[src/rtl/alu_ctrl_issue_pkg.sv]
// Shared ALU control encodings: per-slice operation codes, main-control ALUOp codes
// and R-type funct codes used by the issue stage and the ALU datapath.
package alu_ctrl_issue_pkg;

   typedef enum logic [2:0] {
      ALU_AND = 3'b000,
      ALU_OR  = 3'b001,
      ALU_ADD = 3'b010,
      ALU_SUB = 3'b110,
      ALU_SLT = 3'b111
   } alu_oper_e;

   localparam logic [1:0] ALUOP_MEM   = 2'b00;
   localparam logic [1:0] ALUOP_BEQ   = 2'b01;
   localparam logic [1:0] ALUOP_RTYPE = 2'b10;

   localparam logic [5:0] FUNCT_ADD = 6'd32;
   localparam logic [5:0] FUNCT_SUB = 6'd34;
   localparam logic [5:0] FUNCT_AND = 6'd36;
   localparam logic [5:0] FUNCT_OR  = 6'd37;
   localparam logic [5:0] FUNCT_SLT = 6'd42;

   // SUB and SLT are the only codes with bit 2 set; that bit inverts B and feeds slice-0 carry.
   function automatic logic binvt_of(input alu_oper_e op);
      return op[2];
   endfunction

endpackage

[src/rtl/alu_ctrl_issue_if.sv]
// ID->EX issue bundle: instruction-side valid/ready with operands, EX-side valid/ready
// with decoded slice controls. slave = the issue stage, master = its environment.
interface alu_ctrl_issue_if #(
   parameter int DW = 32,
   parameter int RW = 5
);
   logic          in_valid;
   logic          in_ready;
   logic [1:0]    in_alu_op;
   logic [5:0]    in_funct;
   logic [DW-1:0] in_opa;
   logic [DW-1:0] in_opb;
   logic [RW-1:0] in_rd;
   logic          out_valid;
   logic          out_ready;
   logic [2:0]    ALUOperation;
   logic          bInvt;
   logic          cin0;
   logic [DW-1:0] out_opa;
   logic [DW-1:0] out_opb;
   logic [RW-1:0] out_rd;
   logic          illegal;

   modport slave (
      input  in_valid, in_alu_op, in_funct, in_opa, in_opb, in_rd, out_ready,
      output in_ready, out_valid, ALUOperation, bInvt, cin0, out_opa, out_opb, out_rd, illegal
   );

   modport master (
      output in_valid, in_alu_op, in_funct, in_opa, in_opb, in_rd, out_ready,
      input  in_ready, out_valid, ALUOperation, bInvt, cin0, out_opa, out_opb, out_rd, illegal
   );
endinterface

[src/rtl/alu_ctrl_issue_decode.sv]
// Combinational ALU control decode: main-control ALUOp plus R-type funct to slice controls.
// Undecodable combinations fall back to ADD and raise illegal.
module alu_ctrl_issue_decode
   import alu_ctrl_issue_pkg::*;
(
   input  logic [1:0] alu_op_i,
   input  logic [5:0] funct_i,
   output alu_oper_e  alu_operation_o,
   output logic       b_invt_o,
   output logic       illegal_o
);

   always_comb begin
      alu_operation_o = ALU_ADD;
      illegal_o       = 1'b0;
      case (alu_op_i)
         ALUOP_MEM: alu_operation_o = ALU_ADD;
         ALUOP_BEQ: alu_operation_o = ALU_SUB;
         ALUOP_RTYPE: begin
            case (funct_i)
               FUNCT_ADD: alu_operation_o = ALU_ADD;
               FUNCT_SUB: alu_operation_o = ALU_SUB;
               FUNCT_AND: alu_operation_o = ALU_AND;
               FUNCT_OR:  alu_operation_o = ALU_OR;
               FUNCT_SLT: alu_operation_o = ALU_SLT;
               default:   illegal_o       = 1'b1;
            endcase
         end
         default: illegal_o = 1'b1;
      endcase
   end

   assign b_invt_o = binvt_of(alu_operation_o);

endmodule

[src/rtl/alu_ctrl_issue.sv]
// ID->EX issue stage: decodes ALU control and holds it with operands in a two-entry
// skid pipeline so in_ready is register-derived and EX stalls never reach ID combinationally.
module alu_ctrl_issue
   import alu_ctrl_issue_pkg::*;
#(
   parameter int DW = 32,
   parameter int RW = 5
) (
   input  logic              clk,
   input  logic              rst_n,
   input  logic              flush,
   alu_ctrl_issue_if.slave   bus
);

   typedef struct packed {
      alu_oper_e     op;
      logic          binvt;
      logic          illegal;
      logic [DW-1:0] opa;
      logic [DW-1:0] opb;
      logic [RW-1:0] rd;
   } entry_t;

   alu_oper_e dec_op;
   logic      dec_binvt;
   logic      dec_ill;
   entry_t    in_entry;
   entry_t    main_q, main_d, skid_q, skid_d;
   logic      main_vld_q, main_vld_d, skid_vld_q, skid_vld_d;
   logic      accept, consume;

   alu_ctrl_issue_decode u_decode (
      .alu_op_i        (bus.in_alu_op),
      .funct_i         (bus.in_funct),
      .alu_operation_o (dec_op),
      .b_invt_o        (dec_binvt),
      .illegal_o       (dec_ill)
   );

   assign in_entry = '{op: dec_op, binvt: dec_binvt, illegal: dec_ill,
                       opa: bus.in_opa, opb: bus.in_opb, rd: bus.in_rd};

   assign accept  = bus.in_valid & ~skid_vld_q & ~flush;
   assign consume = main_vld_q & bus.out_ready;

   always_comb begin
      main_d     = main_q;
      skid_d     = skid_q;
      main_vld_d = main_vld_q;
      skid_vld_d = skid_vld_q;
      if (flush) begin
         main_vld_d = 1'b0;
         skid_vld_d = 1'b0;
      end else if (!main_vld_q || consume) begin
         // Skid can only be full while main is full, so draining skid excludes a new accept.
         if (skid_vld_q) begin
            main_d     = skid_q;
            main_vld_d = 1'b1;
            skid_vld_d = 1'b0;
         end else if (accept) begin
            main_d     = in_entry;
            main_vld_d = 1'b1;
         end else begin
            main_vld_d = 1'b0;
         end
      end else if (accept) begin
         skid_d     = in_entry;
         skid_vld_d = 1'b1;
      end
   end

   always_ff @(posedge clk) begin
      if (!rst_n) begin
         main_q     <= '0;
         skid_q     <= '0;
         main_vld_q <= 1'b0;
         skid_vld_q <= 1'b0;
      end else begin
         main_q     <= main_d;
         skid_q     <= skid_d;
         main_vld_q <= main_vld_d;
         skid_vld_q <= skid_vld_d;
      end
   end

   assign bus.in_ready     = ~skid_vld_q;
   assign bus.out_valid    = main_vld_q;
   assign bus.ALUOperation = main_q.op;
   assign bus.bInvt        = main_q.binvt;
   assign bus.cin0         = main_q.binvt;
   assign bus.illegal      = main_q.illegal;
   assign bus.out_opa      = main_q.opa;
   assign bus.out_opb      = main_q.opb;
   assign bus.out_rd       = main_q.rd;

endmodule

[src/flat_wrapper.sv]
// flat-port wrapper written by rule: the top's interface ports become plain ports
module alu_ctrl_issue_flat import alu_ctrl_issue_pkg::*;
#(
   parameter int DW = 32,
   parameter int RW = 5
)
  (clk, rst_n, flush, bus_in_valid, bus_in_alu_op, bus_in_funct, bus_in_opa, bus_in_opb, bus_in_rd, bus_out_ready, bus_in_ready, bus_out_valid, bus_ALUOperation, bus_bInvt, bus_cin0, bus_out_opa, bus_out_opb, bus_out_rd, bus_illegal);
  alu_ctrl_issue_if #(.DW(DW), .RW(RW)) bus_i ();
  input  logic clk;
  input  logic rst_n;
  input  logic flush;
  input wire logic [$bits(bus_i.in_valid)-1:0] bus_in_valid;
  input wire logic [$bits(bus_i.in_alu_op)-1:0] bus_in_alu_op;
  input wire logic [$bits(bus_i.in_funct)-1:0] bus_in_funct;
  input wire logic [$bits(bus_i.in_opa)-1:0] bus_in_opa;
  input wire logic [$bits(bus_i.in_opb)-1:0] bus_in_opb;
  input wire logic [$bits(bus_i.in_rd)-1:0] bus_in_rd;
  input wire logic [$bits(bus_i.out_ready)-1:0] bus_out_ready;
  output wire logic [$bits(bus_i.in_ready)-1:0] bus_in_ready;
  output wire logic [$bits(bus_i.out_valid)-1:0] bus_out_valid;
  output wire logic [$bits(bus_i.ALUOperation)-1:0] bus_ALUOperation;
  output wire logic [$bits(bus_i.bInvt)-1:0] bus_bInvt;
  output wire logic [$bits(bus_i.cin0)-1:0] bus_cin0;
  output wire logic [$bits(bus_i.out_opa)-1:0] bus_out_opa;
  output wire logic [$bits(bus_i.out_opb)-1:0] bus_out_opb;
  output wire logic [$bits(bus_i.out_rd)-1:0] bus_out_rd;
  output wire logic [$bits(bus_i.illegal)-1:0] bus_illegal;
  assign bus_i.in_valid = bus_in_valid;
  assign bus_i.in_alu_op = bus_in_alu_op;
  assign bus_i.in_funct = bus_in_funct;
  assign bus_i.in_opa = bus_in_opa;
  assign bus_i.in_opb = bus_in_opb;
  assign bus_i.in_rd = bus_in_rd;
  assign bus_i.out_ready = bus_out_ready;
  assign bus_in_ready = bus_i.in_ready;
  assign bus_out_valid = bus_i.out_valid;
  assign bus_ALUOperation = bus_i.ALUOperation;
  assign bus_bInvt = bus_i.bInvt;
  assign bus_cin0 = bus_i.cin0;
  assign bus_out_opa = bus_i.out_opa;
  assign bus_out_opb = bus_i.out_opb;
  assign bus_out_rd = bus_i.out_rd;
  assign bus_illegal = bus_i.illegal;
  alu_ctrl_issue #(.DW(DW), .RW(RW)) u_core (.clk(clk), .rst_n(rst_n), .flush(flush), .bus(bus_i));
endmodule
[config.mk]
export PLATFORM = sky130hd
export DESIGN_NAME = alu_ctrl_issue_flat
export DESIGN_NICKNAME = d
export VERILOG_FILES = /design/src/rtl/alu_ctrl_issue_pkg.sv /design/src/rtl/alu_ctrl_issue_if.sv /design/src/rtl/alu_ctrl_issue_decode.sv /design/src/rtl/alu_ctrl_issue.sv /design/src/flat_wrapper.sv
export SDC_FILE = /design/constraint.sdc
export NUM_CORES = 1
export LEC_CHECK = 0
export CAP_MARGIN = 5
export CORE_UTILIZATION = 40
export DETAILED_ROUTE_END_ITERATION = 16
export GPL_TIMING_DRIVEN = 0
export HOLD_SLACK_MARGIN = 0.06
export PLACE_DENSITY_LB_ADDON = 0.2
export SYNTH_ARGS = -nofsm -noshare
export SYNTH_HDL_FRONTEND = slang
export SYNTH_SLANG_ARGS = --single-unit
[constraint.sdc]
create_clock -name clk -period 1.8 [get_ports clk]
set_input_delay 0.45 -clock clk [delete_from_list [all_inputs] [get_ports clk]]
set_output_delay 0.45 -clock clk [all_outputs]
set_load 0.02 [all_outputs]
## Word level (Yosys, flattened, before mapping)

Index checks and enable logic that the tools add are counted.

- Output and inout bits: 77
- Register bits after elaboration: 150
- Bits of input ports: 82
- Word-level logic and storage cells: 46

- Multiplexer cells: 8
- Reductions and logical operators: 10
- Bitwise logic cells: 7
- Equality and inequality tests: 7

Operator list:

| operator | number |
|---|---|
| 74-bit 2-to-1 mux | 2 |
| 6-bit equality test, second input constant | 5 |
| 3-bit one-hot mux with 4 select lines | 1 |
| 3-bit one-hot mux with 2 select lines | 1 |
| 3-bit AND reduction | 2 |
| 5-bit OR reduction | 1 |
| 1-bit inverter | 4 |
| 2-bit OR reduction | 2 |
| 1-bit bitwise AND | 3 |
| 1-bit 2-to-1 mux | 3 |
| 3-bit OR reduction | 1 |
| 2-bit by 1-bit equality test with 1-bit output, second input constant | 1 |
| 2-bit equality test, second input constant | 1 |
| 2-bit zero test | 1 |
| 1-bit one-hot mux with 2 select lines | 1 |
| 2-bit nonzero test | 1 |
| 1-bit zero test | 1 |
| 1-bit logical OR | 1 |

## Logic depth before layout (Yosys ltp)

Gate-level depths: netlist of run 1.

- Depth in word-level cells: 6
- Gate-level depth with buffers: 7
- Depth with buffers taken out: 5

## By module

Synthesis of run 1 repeated with hierarchy kept, for this count alone.

- Cells, all modules: 758
- Area, all modules: 6899.1 um2

Modules (own cells, without submodules):

| module | sequential area each (um2) | cells an instance | instances | area an instance (um2) |
|---|---|---|---|---|
| alu_ctrl_issue | 3002.9 | 735 | 1 | 6742.7 |
| alu_ctrl_issue_decode | 0.0 | 23 | 1 | 156.4 |

## Least setup slack after synthesis of run 1

Ideal clock, no wire load.

- Kind: input-to-reg
- From: in flush
- To: reg u_core.skid_q[10] in the netlist's numbering
- Path buffers: 3
- Library setup time: 0.132 ns
- Arrival: 1.444 ns
- Required time: 1.668 ns
- Stages: 6
- Slack: 0.224 ns
- Path through: buf_2 -> or3_1 -> clkbuf_1 -> clkbuf_1 -> nand2_1 -> a21oi_1

- Longest elaborated chain between the ends: 3

Ends and longest elaborated chain:

| item | RTL line | source |
|---|---|---|
| from (decl) | flat_wrapper.sv:11 | `input logic flush;` |
| 1-bit inverter (no line) (*) | -- |  |
| 1-bit bitwise AND | alu_ctrl_issue.sv:43 | `assign accept = bus.in_valid & ~skid_vld_q & ~flush;` |
| 3-bit AND reduction (no line) (*) | -- |  |
| to (signal assigned) | alu_ctrl_issue.sv:80 | `skid_q <= skid_d;` |
| to (decl) | alu_ctrl_issue.sv:28 | `entry_t main_q, main_d, skid_q, skid_d;` |

Mark *: on every way between the ends. The rest lies on a longest branch, timed or not.
A chain may end at the register's enable or synchronous reset.

## Worst setup path in the final report of run 1

- From: in bus_out_ready
- To: reg u_core.skid_q[26] in the netlist's numbering

- Longest elaborated chain between the ends: 4

Ends and longest elaborated chain:

| item | RTL line | source |
|---|---|---|
| from (decl) | flat_wrapper.sv:18 | `input wire logic [$bits(bus_i.out_ready)-1:0] bus_out_ready;` |
| 1-bit bitwise AND | alu_ctrl_issue.sv:44 | `assign consume = main_vld_q & bus.out_ready;` |
| 1-bit logical OR | alu_ctrl_issue.sv:54 | `end else if (!main_vld_q \|\| consume) begin` |
| 1-bit inverter (no line) | -- |  |
| 3-bit AND reduction (no line) | -- |  |

Every way passes these cells.

==> tab_implementation.tex, run 1 <==
\begin{tabular}{lr}
\hline
Metric & Value \\
\hline
\multicolumn{2}{l}{\textbf{STA}} \\
Final Hold Vio Count & 0 \\
Number of pins exceeding their max-slew limit in the final report & 0 \\
Relative slew slack & 0.632 \\
Worst Tran Pin Value & 0.552 ns \\
Max frequency & 576 MHz \\
Sum of negative setup slack & 0 ns \\
Period Utilization, post-route & 0.964 \\
Final hold slack & 0.408 ns \\
Post-route minimum period & 1.74 ns \\
Post-Route Skew & 0.00644 ns \\
Setup Viol. Count Final & 0 \\
Setup repair after global routing missed its margin & true \\
\multicolumn{2}{l}{\textbf{Yosys}} \\
Number of storage elements in the synthesis netlist & 148 \\
Cell count after synthesis & 676 \\
Share of Yosys cell area claimed by the top area cell type & 0.501 \\
Number of distinct library cells after synthesis & 28 \\
Post-synth design cell area & 5910 sq um \\
Top cells by area in the synthesized netlist & sky130\_fd\_sc\_hd\_\_dfxtp\_1 (50\%), sky130\_fd\_sc\_hd\_\_mux2i\_1 (12\%), sky130\_fd\_sc\_hd\_\_a211oi\_1 (9.0\%) \\
Share of flip-flops with an asynchronous set or reset & 0 \\
Per-instance average area after synthesis & 8.74 sq um \\
Most used flip-flop cell after synthesis & sky130\_fd\_sc\_hd\_\_dfxtp\_1 \\
Yosys warning count & 0 \\
Cell taking the most area after synthesis & sky130\_fd\_sc\_hd\_\_dfxtp\_1 \\
Syn Nets & 761 \\
Sequential cell area fraction in the yosys report & 0.501 \\
Number of enable-type register cells in the synthesized netlist & 0 \\
\multicolumn{2}{l}{\textbf{Pwr}} \\
Clk pwr share & 0.467 \\
Portion of total power attributed to sequential cells & 0.419 \\
Pwr/cell area & 990 nW/um\^{}2 \\
Pint & 6.39 mW \\
Leakage power & 3.20 nW \\
Share of power burned in combinational logic & 0.114 \\
Switch Pwr & 1.90 mW \\
Switching fraction of total power & 0.229 \\
Worst IR Drop VDD & 717 uV \\
\multicolumn{2}{l}{\textbf{Routing}} \\
Number of vias per cell after detailed routing & 5.04 \\
Number of iterations in the first detailed-routing pass & 5 \\
Vias & 5,312 \\
Total wirelength of the detailed-routed design & 15,800 um \\
Starting DRT DRC Count & 245 \\
Routed length per instance & 15.0 um \\
Remaining antenna violation count after routing & 0 \\
Detailed-route DRC error count & 0 \\
\multicolumn{2}{l}{\textbf{Clock network}} \\
Hold\_buf cts & 0 \\
Clock insertion delay at the later pin of the skew report & 0.42 ns \\
Clock root buffer master & sky130\_fd\_sc\_hd\_\_clkbuf\_16 \\
Count of clock tree sinks & 148 \\
Clock tree from TritonCTS & yes \\
Number of CTS-inserted buffers & 17 \\
Clock-pin slew on the worst setup and hold paths & 0.06 ns \\
Maximum level of the CTS H-tree & 4 \\
CTS Buffer Depth & 2 \\
\multicolumn{2}{l}{\textbf{Place}} \\
Post-Place Cell Area & 7700 sq um \\
Total of buffers placed on input and output ports & 156 \\
Number of cells in the design after placement & 1,016 \\
Gp weighted congestion & 0.803 \\
Post-DP HPWL & 11,500 um \\
\multicolumn{2}{l}{\textbf{Finish}} \\
Most common cell after layout, fill and taps aside & sky130\_fd\_sc\_hd\_\_dfxtp\_1 \\
Fraction of layout cells with a size suffix above 1 & 0.0989 \\
Number of inserted diodes & 0 \\
Finished Cell Area & 8370 sq um \\
P\&R area growth vs syn & 41.7\% \\
Post-route non-filler standard cell count & 1,054 \\
Nets@finish & 943 \\
Commonest non-fill, non-tap cells in the layout & sky130\_fd\_sc\_hd\_\_dfxtp\_1 (148), sky130\_fd\_sc\_hd\_\_nand2\_1 (142), sky130\_fd\_sc\_hd\_\_clkdlybuf4s50\_1 (79) \\
Core Util, Final & 0.578 \\
\multicolumn{2}{l}{\textbf{Global route}} \\
Number of antenna violations at the first check in global routing & 0 \\
Largest net degree at the start of global routing & 17 \\
Number of global-route vias before repair & 5,126 \\
Total global routing track utilization & 0.215 \\
Aggregate global routing overflow & 0 \\
Global-route wire length before repair & 24,900 um \\
\multicolumn{2}{l}{\textbf{Worst setup path}} \\
Critical Path Source Type & primary input \\
Kind of end point of the critical path & flip-flop \\
Critical path arrival & 2.02 ns \\
Critical Path Fanout Max & 10 \\
Worst setup path class & in -> reg \\
Data required time at the worst endpoint & 2.08 ns \\
\multicolumn{2}{l}{\textbf{Die}} \\
Chip height & 124 um \\
Initial Util & 0.408 \\
Number of rows created at floorplan & 44 \\
Width of the chip & 124 um \\
Floorplan die area & 15,300 sq um \\
Core area & 14,500 sq um \\
\# IOs & 159 \\
\multicolumn{2}{l}{\textbf{Run status}} \\
Result of the run & finished clean \\
\multicolumn{2}{l}{\textbf{Hold path}} \\
Worst hold-check path type & in -> reg \\
\multicolumn{2}{l}{\textbf{Job}} \\
Count of max-cap constraint violations & 0 \\
\hline
\end{tabular}
-- path summary, 6_finish.rpt --
| check | to | cells after the start | slack [ns] | from |
|---|---|---|---|---|
| hold reg to reg | u_core.skid_q[49] | 2 | 0.45 | u_core.skid_q[49] |
| setup reg to reg | u_core.bus.out_opb[21] | 6 | 0.19 | u_core.bus.out_valid |
| setup / recovery | u_core.skid_q[26] | 6 | 0.06 | bus_out_ready |
| hold / removal | u_core.bus.ALUOperation[0] | 3 | 0.41 | rst_n |
-- flip-flops by register name, indices dropped and copies added, names as in the netlist --
name	flops
u_core.skid_vld_q	1
u_core.bus.ALUOperation	3
u_core.bus.illegal	1
u_core.bus.out_opb	32
u_core.skid_q	73
u_core.bus.out_rd	5
u_core.bus.out_valid	1
u_core.bus.out_opa	32
-- layout make-up --
class,instances,area [sq um]
flip-flops and latches,148,2960
multi-input cells,465,2670
repair buffers,164,1530
plain buffers,57,314
clock buffers,21,470
well taps,184,230
fillers,1367,6110
clock inverters,10,178
inverters,5,18.8
-- worst max-delay path, cell delays in order --
cell	delay (ns)
sky130_fd_sc_hd__clkdlybuf4s50_1	0.45
sky130_fd_sc_hd__nand2b_1	0.23
sky130_fd_sc_hd__or3_4	0.48
sky130_fd_sc_hd__clkbuf_2	0.23
sky130_fd_sc_hd__nand2_1	0.11
sky130_fd_sc_hd__a21oi_1	0.07
-- cells in the mapped netlist (2+ instances only) --
cell,count
sky130_fd_sc_hd__ha_1,3
sky130_fd_sc_hd__or3_1,2
sky130_fd_sc_hd__o32ai_1,2
sky130_fd_sc_hd__nor4_1,2
sky130_fd_sc_hd__buf_4,5
sky130_fd_sc_hd__o21ai_1,6
sky130_fd_sc_hd__nor2_1,72
sky130_fd_sc_hd__mux2i_1,69
sky130_fd_sc_hd__nand2_1,142
sky130_fd_sc_hd__clkbuf_1,24
sky130_fd_sc_hd__a21oi_1,76
sky130_fd_sc_hd__nor3_1,4
sky130_fd_sc_hd__buf_2,28
sky130_fd_sc_hd__inv_1,4
sky130_fd_sc_hd__nand2b_1,4
sky130_fd_sc_hd__nor2b_1,3
sky130_fd_sc_hd__a211oi_1,71
sky130_fd_sc_hd__dfxtp_1,148
sky130_fd_sc_hd__nand3_1,2
-- kinds of logic after synthesis --
logic type                 Yosys count  synth area share
and+or+nand+nor                    235             0.159
DFF                                148             0.501
adders and majority gates            3           0.00635
muxes                               69             0.117
buffers and inverters               63            0.0491
AOI/OAI and AO/OA                  158             0.167
-- layer usage --
layer | track usage | part of all wire | vias to the layer above
li1 | - | - | 2685
met1 | 0.260 | 0.44 | 2478
met2 | 0.367 | 0.49 | 134
met3 | 0.0581 | 0.059 | 15
met4 | 0.0693 | 0.011 | 0
met5 | 0 | 0 | -
-- timing repair --
| action | 4_1_cts | 5_1_grt |
|---|---|---|
| buffers inserted | 3 | 5 |
| setup endpoints to repair | 199 | 84 |
| pin swaps | 1 | 0 |
| resized for setup | 82 | 30 |
| hold endpoints to repair | 0 | 0 |
-- power by group through the flow --
| stage | logic (mW) | registers (mW) | clock network, mW |
|---|---|---|---|
| 2_1_floorplan | 0.342 | 3.68 | 0 |
| 3_3_place_gp | 1.00 | 3.54 | 0 |
| 3_5_place_dp | 1.01 | 3.55 | 0 |
| 4_1_cts | 0.944 | 3.48 | 3.92 |
| 5_1_grt | 1.04 | 3.49 | 4.07 |
| 6_report | 0.947 | 3.47 | 3.87 |
-- per-stage QoR --
step                power [mW]  worst slack [ns]
CTS                       8.34           0.00332
global placement          4.55            -0.597
finish                    8.29            0.0645
detailed placement        4.56            -0.658
global route              8.59          -0.00917
floorplan                 4.02             0.224
(Power assumes the default switching activity.)
==> run 2: changes to the inputs <==
SLEW_MARGIN = 0   (was default)
==> results of run 2 <==
Final layout, timing and power as in run 1 (identical DEF).
